==> src/rtl/hub75_pkg.sv <==
// Shared HUB75 panel geometry and pixel word layout (0x00RRGGBB),
// common to the SPI receiver and the scan-out controller.
package hub75_pkg;

   localparam int PANEL_WIDTH     = 64;
   localparam int PANEL_HEIGHT    = 32;
   localparam int PIX_BITS        = $clog2(PANEL_WIDTH * PANEL_HEIGHT);
   localparam int PIXEL_WORD_BITS = 32;

   localparam int COLOR_BITS = 8;
   localparam int BLUE_LSB   = 0;
   localparam int GREEN_LSB  = 8;
   localparam int RED_LSB    = 16;

   typedef struct packed {
      logic [COLOR_BITS-1:0] pad;
      logic [COLOR_BITS-1:0] red;
      logic [COLOR_BITS-1:0] green;
      logic [COLOR_BITS-1:0] blue;
   } pixel_word_t;

   function automatic logic [COLOR_BITS-1:0] pixel_red(input logic [PIXEL_WORD_BITS-1:0] w);
      return w[RED_LSB +: COLOR_BITS];
   endfunction

   function automatic logic [COLOR_BITS-1:0] pixel_green(input logic [PIXEL_WORD_BITS-1:0] w);
      return w[GREEN_LSB +: COLOR_BITS];
   endfunction

   function automatic logic [COLOR_BITS-1:0] pixel_blue(input logic [PIXEL_WORD_BITS-1:0] w);
      return w[BLUE_LSB +: COLOR_BITS];
   endfunction

endpackage

==> src/rtl/sync_edge_detect.sv <==
// Multi-flop synchroniser for an edge source plus companion data bits,
// all through one chain so they stay aligned; rising-edge pulse on the source.
module sync_edge_detect #(
   parameter int SYNC_STAGES = 2,
   parameter int W           = 1
) (
   input  logic         clk,
   input  logic         rst_n,
   input  logic         edge_in,
   input  logic [W-1:0] data_in,
   output logic [W-1:0] data_q,
   output logic         rise
);

   logic [SYNC_STAGES-1:0][W:0] sync_q, sync_d;
   logic                        prev_q, prev_d;
   logic [W:0]                  synced;

   always_comb begin
      sync_d = {sync_q[SYNC_STAGES-2:0], {data_in, edge_in}};
      synced = sync_q[SYNC_STAGES-1];
      prev_d = synced[0];
      rise   = synced[0] & ~prev_q;
      data_q = synced[W:1];
   end

   always_ff @(posedge clk or negedge rst_n) begin
      if (!rst_n) begin
         sync_q <= '0;
         prev_q <= 1'b0;
      end else begin
         sync_q <= sync_d;
         prev_q <= prev_d;
      end
   end

endmodule

==> src/rtl/spi_pixel_receiver.sv <==
// Deserialises the host SPI pixel stream into framebuffer writes and
// manages the double-buffer toggle; everything runs on pixel_clk.
module spi_pixel_receiver
   import hub75_pkg::*;
#(
   parameter  int WIDTH        = PANEL_WIDTH,
   parameter  int HEIGHT       = PANEL_HEIGHT,
   parameter  int WORD_BITS    = PIXEL_WORD_BITS,
   parameter  int SYNC_STAGES  = 2,
   parameter  int IDLE_TIMEOUT = 1024,
   localparam int IDX_BITS     = $clog2(WIDTH * HEIGHT)
) (
   input  logic                 pixel_clk,
   input  logic                 reset,
   input  logic                 spi_clk,
   input  logic                 spi_mosi,
   output logic                 wr_en,
   output logic [IDX_BITS:0]    wr_addr,
   output logic [WORD_BITS-1:0] wr_data,
   output logic                 write_buffer,
   output logic                 frame_done,
   output logic                 sync_error
);

   localparam int BC_BITS   = $clog2(WORD_BITS);
   localparam int IDLE_BITS = $clog2(IDLE_TIMEOUT + 1);

   localparam logic [BC_BITS-1:0]   LAST_BIT = BC_BITS'(WORD_BITS - 1);
   localparam logic [IDX_BITS-1:0]  LAST_PIX = IDX_BITS'(WIDTH * HEIGHT - 1);
   localparam logic [IDLE_BITS-1:0] IDLE_MAX = IDLE_BITS'(IDLE_TIMEOUT);

   logic spi_edge;
   logic mosi_s;

   logic [WORD_BITS-1:0] shift_q, shift_d;
   logic [BC_BITS-1:0]   bit_count_q, bit_count_d;
   logic [IDX_BITS-1:0]  pixel_index_q, pixel_index_d;
   logic                 write_buffer_q, write_buffer_d;
   logic [IDLE_BITS-1:0] idle_q, idle_d;
   logic                 wr_en_q, wr_en_d;
   logic [IDX_BITS:0]    wr_addr_q, wr_addr_d;
   logic [WORD_BITS-1:0] wr_data_q, wr_data_d;
   logic                 frame_done_q, frame_done_d;
   logic                 sync_error_q, sync_error_d;
   logic [WORD_BITS-1:0] word_next;

   sync_edge_detect #(
      .SYNC_STAGES(SYNC_STAGES),
      .W          (1)
   ) u_sync (
      .clk    (pixel_clk),
      .rst_n  (reset),
      .edge_in(spi_clk),
      .data_in(spi_mosi),
      .data_q (mosi_s),
      .rise   (spi_edge)
   );

   always_comb begin
      shift_d        = shift_q;
      bit_count_d    = bit_count_q;
      pixel_index_d  = pixel_index_q;
      write_buffer_d = write_buffer_q;
      idle_d         = idle_q;
      wr_en_d        = 1'b0;
      wr_addr_d      = wr_addr_q;
      wr_data_d      = wr_data_q;
      frame_done_d   = 1'b0;
      sync_error_d   = 1'b0;
      word_next      = {shift_q[WORD_BITS-2:0], mosi_s};

      // Index advance follows the strobe by a cycle; the 2-cycle minimum
      // SPI phase guarantees no edge can land in this cycle.
      if (wr_en_q) begin
         pixel_index_d = pixel_index_q + 1'b1;
         if (frame_done_q) begin
            write_buffer_d = ~write_buffer_q;
         end
      end

      if (spi_edge) begin
         idle_d  = '0;
         shift_d = word_next;
         if (bit_count_q == LAST_BIT) begin
            bit_count_d  = '0;
            wr_en_d      = 1'b1;
            wr_data_d    = word_next;
            wr_addr_d    = {write_buffer_q, pixel_index_q};
            frame_done_d = (pixel_index_q == LAST_PIX);
         end else begin
            bit_count_d = bit_count_q + 1'b1;
         end
      end else if (idle_q != IDLE_MAX) begin
         idle_d = idle_q + 1'b1;
      end else if ((bit_count_q != '0) || (pixel_index_q != '0)) begin
         bit_count_d   = '0;
         pixel_index_d = '0;
         sync_error_d  = 1'b1;
      end
   end

   always_ff @(posedge pixel_clk or negedge reset) begin
      if (!reset) begin
         shift_q        <= '0;
         bit_count_q    <= '0;
         pixel_index_q  <= '0;
         write_buffer_q <= 1'b0;
         idle_q         <= '0;
         wr_en_q        <= 1'b0;
         wr_addr_q      <= '0;
         wr_data_q      <= '0;
         frame_done_q   <= 1'b0;
         sync_error_q   <= 1'b0;
      end else begin
         shift_q        <= shift_d;
         bit_count_q    <= bit_count_d;
         pixel_index_q  <= pixel_index_d;
         write_buffer_q <= write_buffer_d;
         idle_q         <= idle_d;
         wr_en_q        <= wr_en_d;
         wr_addr_q      <= wr_addr_d;
         wr_data_q      <= wr_data_d;
         frame_done_q   <= frame_done_d;
         sync_error_q   <= sync_error_d;
      end
   end

   always_comb begin
      wr_en        = wr_en_q;
      wr_addr      = wr_addr_q;
      wr_data      = wr_data_q;
      write_buffer = write_buffer_q;
      frame_done   = frame_done_q;
      sync_error   = sync_error_q;
   end

endmodule

==> config.mk <==
export PLATFORM = sky130hd
export DESIGN_NAME = spi_pixel_receiver
export DESIGN_NICKNAME = d
export VERILOG_FILES = /design/src/rtl/hub75_pkg.sv /design/src/rtl/sync_edge_detect.sv /design/src/rtl/spi_pixel_receiver.sv
export SDC_FILE = /design/constraint.sdc
export NUM_CORES = 1
export LEC_CHECK = 0
export CORE_ASPECT_RATIO = 0.75
export CORE_MARGIN = 3
export CORE_UTILIZATION = 40
export DETAILED_ROUTE_END_ITERATION = 6
export HOLD_SLACK_MARGIN = 0.15
export SYNTH_ARGS = -nofsm -noshare
export SYNTH_HDL_FRONTEND = slang
export SYNTH_SLANG_ARGS = --single-unit
==> constraint.sdc <==
create_clock -name pixel_clk -period 1.9 [get_ports pixel_clk]
set_clock_uncertainty 0.15 [all_clocks]
set_input_delay 0.38 -clock pixel_clk [delete_from_list [all_inputs] [get_ports pixel_clk]]
set_output_delay 0.38 -clock pixel_clk [all_outputs]
set_load 0.05 [all_outputs]
==> results.json <==
{
  "yosysTopAreaCellShare_pct": 61.9,
  "routed_wirelength_um": 8800,
  "power_leakage_nw": 2.90,
  "vdd_drop_max_mv": 0.521,
  "crit_path_start_kind": "register",
  "placed_cell_area_mm2": 0.00516,
  "seq_area_frac_synth_pct": 61.9,
  "fin_crit_ns": 1.85,
  "final_util_pct": 52.7,
  "status": "completed",
  "pre_cts_ws_ns": -0.0754,
  "power_mw": 4.99,
  "hp-class": "register to register",
  "fin_area_mm2": 0.00559,
  "finalSetupViolCount": 0,
  "root_buffer": "clkbuf_16",
  "synth_seq_cells": 111,
  "cts_tree": "built",
  "yosysTopAreaCell": "dfrtp_1",
  "relSlewSlack_pct": 71.5,
  "power_density_mw_per_mm2": 892,
  "required_ns": 1.98,
  "dpl.hpwl_um": 5760,
  "worstPathArrival_ns": 1.93,
  "die-area_mm2": 0.0125,
  "grt_antenna_before_repair": 0,
  "tightest_slew_ns": 0.428,
  "drive_gt1_share_pct": 29.0,
  "yosysUniqueCellTypes": 36,
  "fin_cells": 601,
  "syn_inst": 394,
  "grt_pass1_wl_um": 14400,
  "overflow": 0,
  "via_count": 2960,
  "ios": 52,
  "start_util_pct": 42.3,
  "core-area_mm2": 0.0106,
  "insertedDiodeCount": 0,
  "ant_nets": 0,
  "first_global_vias": 2908,
  "dr.pass1.iters": 4,
  "syn_area_mm2": 0.00449,
  "maxCapViolCount": 0,
  "gr-usage-all-layers_pct": 14.3,
  "dp_cells": 581,
  "yosys_warnings": 0,
  "htreeDepth": 3,
  "path_class": "register to register",
  "syn_avg_cell_area_um2": 11.4,
  "post-route-period-util_pct": 97.5,
  "synth.net_count": 405,
  "io_buffers": 51,
  "path_clk_slew_ns": 0.07,
  "holdWs_ns": 0.200,
  "rsz0062_at_grt": "false",
  "path_max_fanout": 12,
  "crit_path_end_kind": "register",
  "routabilityCongestion": 0.785,
  "nets": 471,
  "die_h_um": 97.7,
  "numClockSinks": 111,
  "clock_path_buffers": 2,
  "synth_top_cells_by_area": "dfrtp_1, mux2_2, nand2_1, xnor2_1, nor2_1",
  "clk_latency_ns": 0.34,
  "tns_ns": 0,
  "cts_buffers": 9,
  "fmax_mhz": 540,
  "drc": 0,
  "rrSetupSlack_ns": 0.05,
  "layout_setup_ws_ns": 0.0476,
  "wire_per_inst_um": 14.6,
  "syn2layout_area_growth_pct": 24.5,
  "drt-vias-per-instance": 4.93,
  "grt_max_degree": 43,
  "initialDrtViolationCount": 205,
  "finalHoldViolations": 0,
  "slew_viol_final": 0,
  "rows": 32,
  "die_w_um": 128
}
-- state kept, by name, summed over array words and instances, names as in the netlist, 2 cells and up --
name	count
wr_data	32
idle_q	11
pixel_index_q	11
wr_addr	12
bit_count_q	5
u_sync.synced	2
shift_q	31
u_sync.sync_d	2
-- area by class of cell --
cell class	count	area, um^2
inverters	8	30.0
clock inverters	1	8.76
repair buffers	72	658
flip-flops and latches	111	2780
fillers	907	5020
clock buffers	15	298
multi-input cells	258	1650
well taps	136	170
-- power by group --
group / leakage, nW / switching (mW) / total [mW] / internal, mW
logic: 1.23 / 0.247 / 0.463 / 0.216
clock network: 0.152 / 0.798 / 1.87 / 1.07
registers: 1.52 / 0.151 / 2.65 / 2.50
-- timing repair --
| item | CTS | global route |
|---|---|---|
| cloned | 0 | 2 |
| setup endpoints to repair | 42 | 50 |
| hold endpoints to repair | 97 | 0 |
| hold buffers | 1 | 0 |
| resized for setup | 5 | 5 |
| setup buffers | 1 | 0 |
| pin swaps | 3 | 1 |
-- logic make-up after synthesis --
family	after synthesis	synth area share, %
buffers and inverters	25	2.81
AND/OR/NAND/NOR	175	17.3
XOR/XNOR	17	3.32
adder cells (fa/ha/maj)	7	1.95
flip-flops	111	61.9
AO/OA/AOI/OAI	16	1.98
multiplexers	43	10.7
-- final timing paths --
kind                                             from                         end  depth (start not counted)
max in group asynchronous                       reset       idle_q[8]$_DFFE_PN0P_                          3
max                        bit_count_q[1]$_DFFE_PN0P_     wr_data[26]$_DFFE_PN0P_                          6
max reg2reg                bit_count_q[1]$_DFFE_PN0P_     wr_data[26]$_DFFE_PN0P_                          6
min in group asynchronous                       reset  bit_count_q[2]$_DFFE_PN0P_                          2
min                        u_sync.sync_d[2]$_DFF_PN0_  u_sync.synced[0]$_DFF_PN0_                          0
min reg2reg                u_sync.sync_d[2]$_DFF_PN0_  u_sync.synced[0]$_DFF_PN0_                          0
-- metal layers --
| metal | vias to the layer above | track usage [%] | share of wire, % |
|---|---|---|---|
| met1 | 1462 | 20.4 | 50 |
| met4 | 0 | 4.89 | 0.99 |
| met5 | - | 0 | 0 |
| met3 | 8 | 4.43 | 4.7 |
| met2 | 63 | 20.6 | 44 |
| li1 | 1427 | - | - |
-- cells in the mapped netlist --
| cell type | instances |
|---|---|
| o21ai_0 | 9 |
| and4_1 | 1 |
| and3_1 | 2 |
| ha_1 | 7 |
| buf_6 | 3 |
| nand2_2 | 1 |
| nor3_1 | 6 |
| xor2_1 | 6 |
| nand3b_1 | 1 |
| or4_1 | 1 |
| nor2b_1 | 3 |
| or3_1 | 3 |
| nand3_1 | 11 |
| nand3_2 | 1 |
| buf_4 | 1 |
| buf_2 | 4 |
| inv_1 | 8 |
| clkbuf_2 | 1 |
| nor2_1 | 24 |
| o211ai_1 | 1 |
| nand2b_1 | 2 |
| nand4_1 | 4 |
| dfrtp_1 | 111 |
| xnor2_1 | 11 |
| nand2_1 | 108 |
| nor4_1 | 2 |
| nor4b_2 | 2 |
| a21oi_1 | 4 |
| mux2_1 | 2 |
| clkbuf_1 | 8 |
| o2bb2ai_1 | 1 |
| nor3_2 | 1 |
| mux2_2 | 39 |
| o31ai_1 | 1 |
| mux2i_1 | 2 |
| nor4b_1 | 2 |
-- worst max-delay path: stages (launching register included) --
cell,delay (ns)
dfrtp_1,0.41
ha_2,0.21
and3_4,0.18
ha_4,0.17
nand2_8,0.10
clkbuf_16,0.18
mux2_2,0.33
-- layout by cell type (no fill, tap or decap), types with 2 or more instances in the layout --
| cell | n |
|---|---|
| mux2_2 | 39 |
| clkdlybuf4s50_1 | 2 |
| buf_4 | 61 |
| nand2_1 | 108 |
| xnor2_1 | 11 |
| xor2_1 | 6 |
| nor4_1 | 2 |
| a21oi_1 | 4 |
| clkbuf_16 | 11 |
| ha_1 | 5 |
| nor3_1 | 6 |
| inv_1 | 8 |
| dfrtp_1 | 111 |
| o21ai_0 | 9 |
| nor2b_1 | 2 |
| nor2_1 | 23 |
| nand2b_1 | 2 |
| buf_12 | 6 |
| nand3_1 | 11 |
| nor4b_2 | 2 |
| or3_1 | 3 |
| clkbuf_8 | 5 |
| nand4_1 | 4 |
| mux2_1 | 2 |
| mux2i_1 | 2 |
No activity file was read; power rests on OpenSTA's default activity.
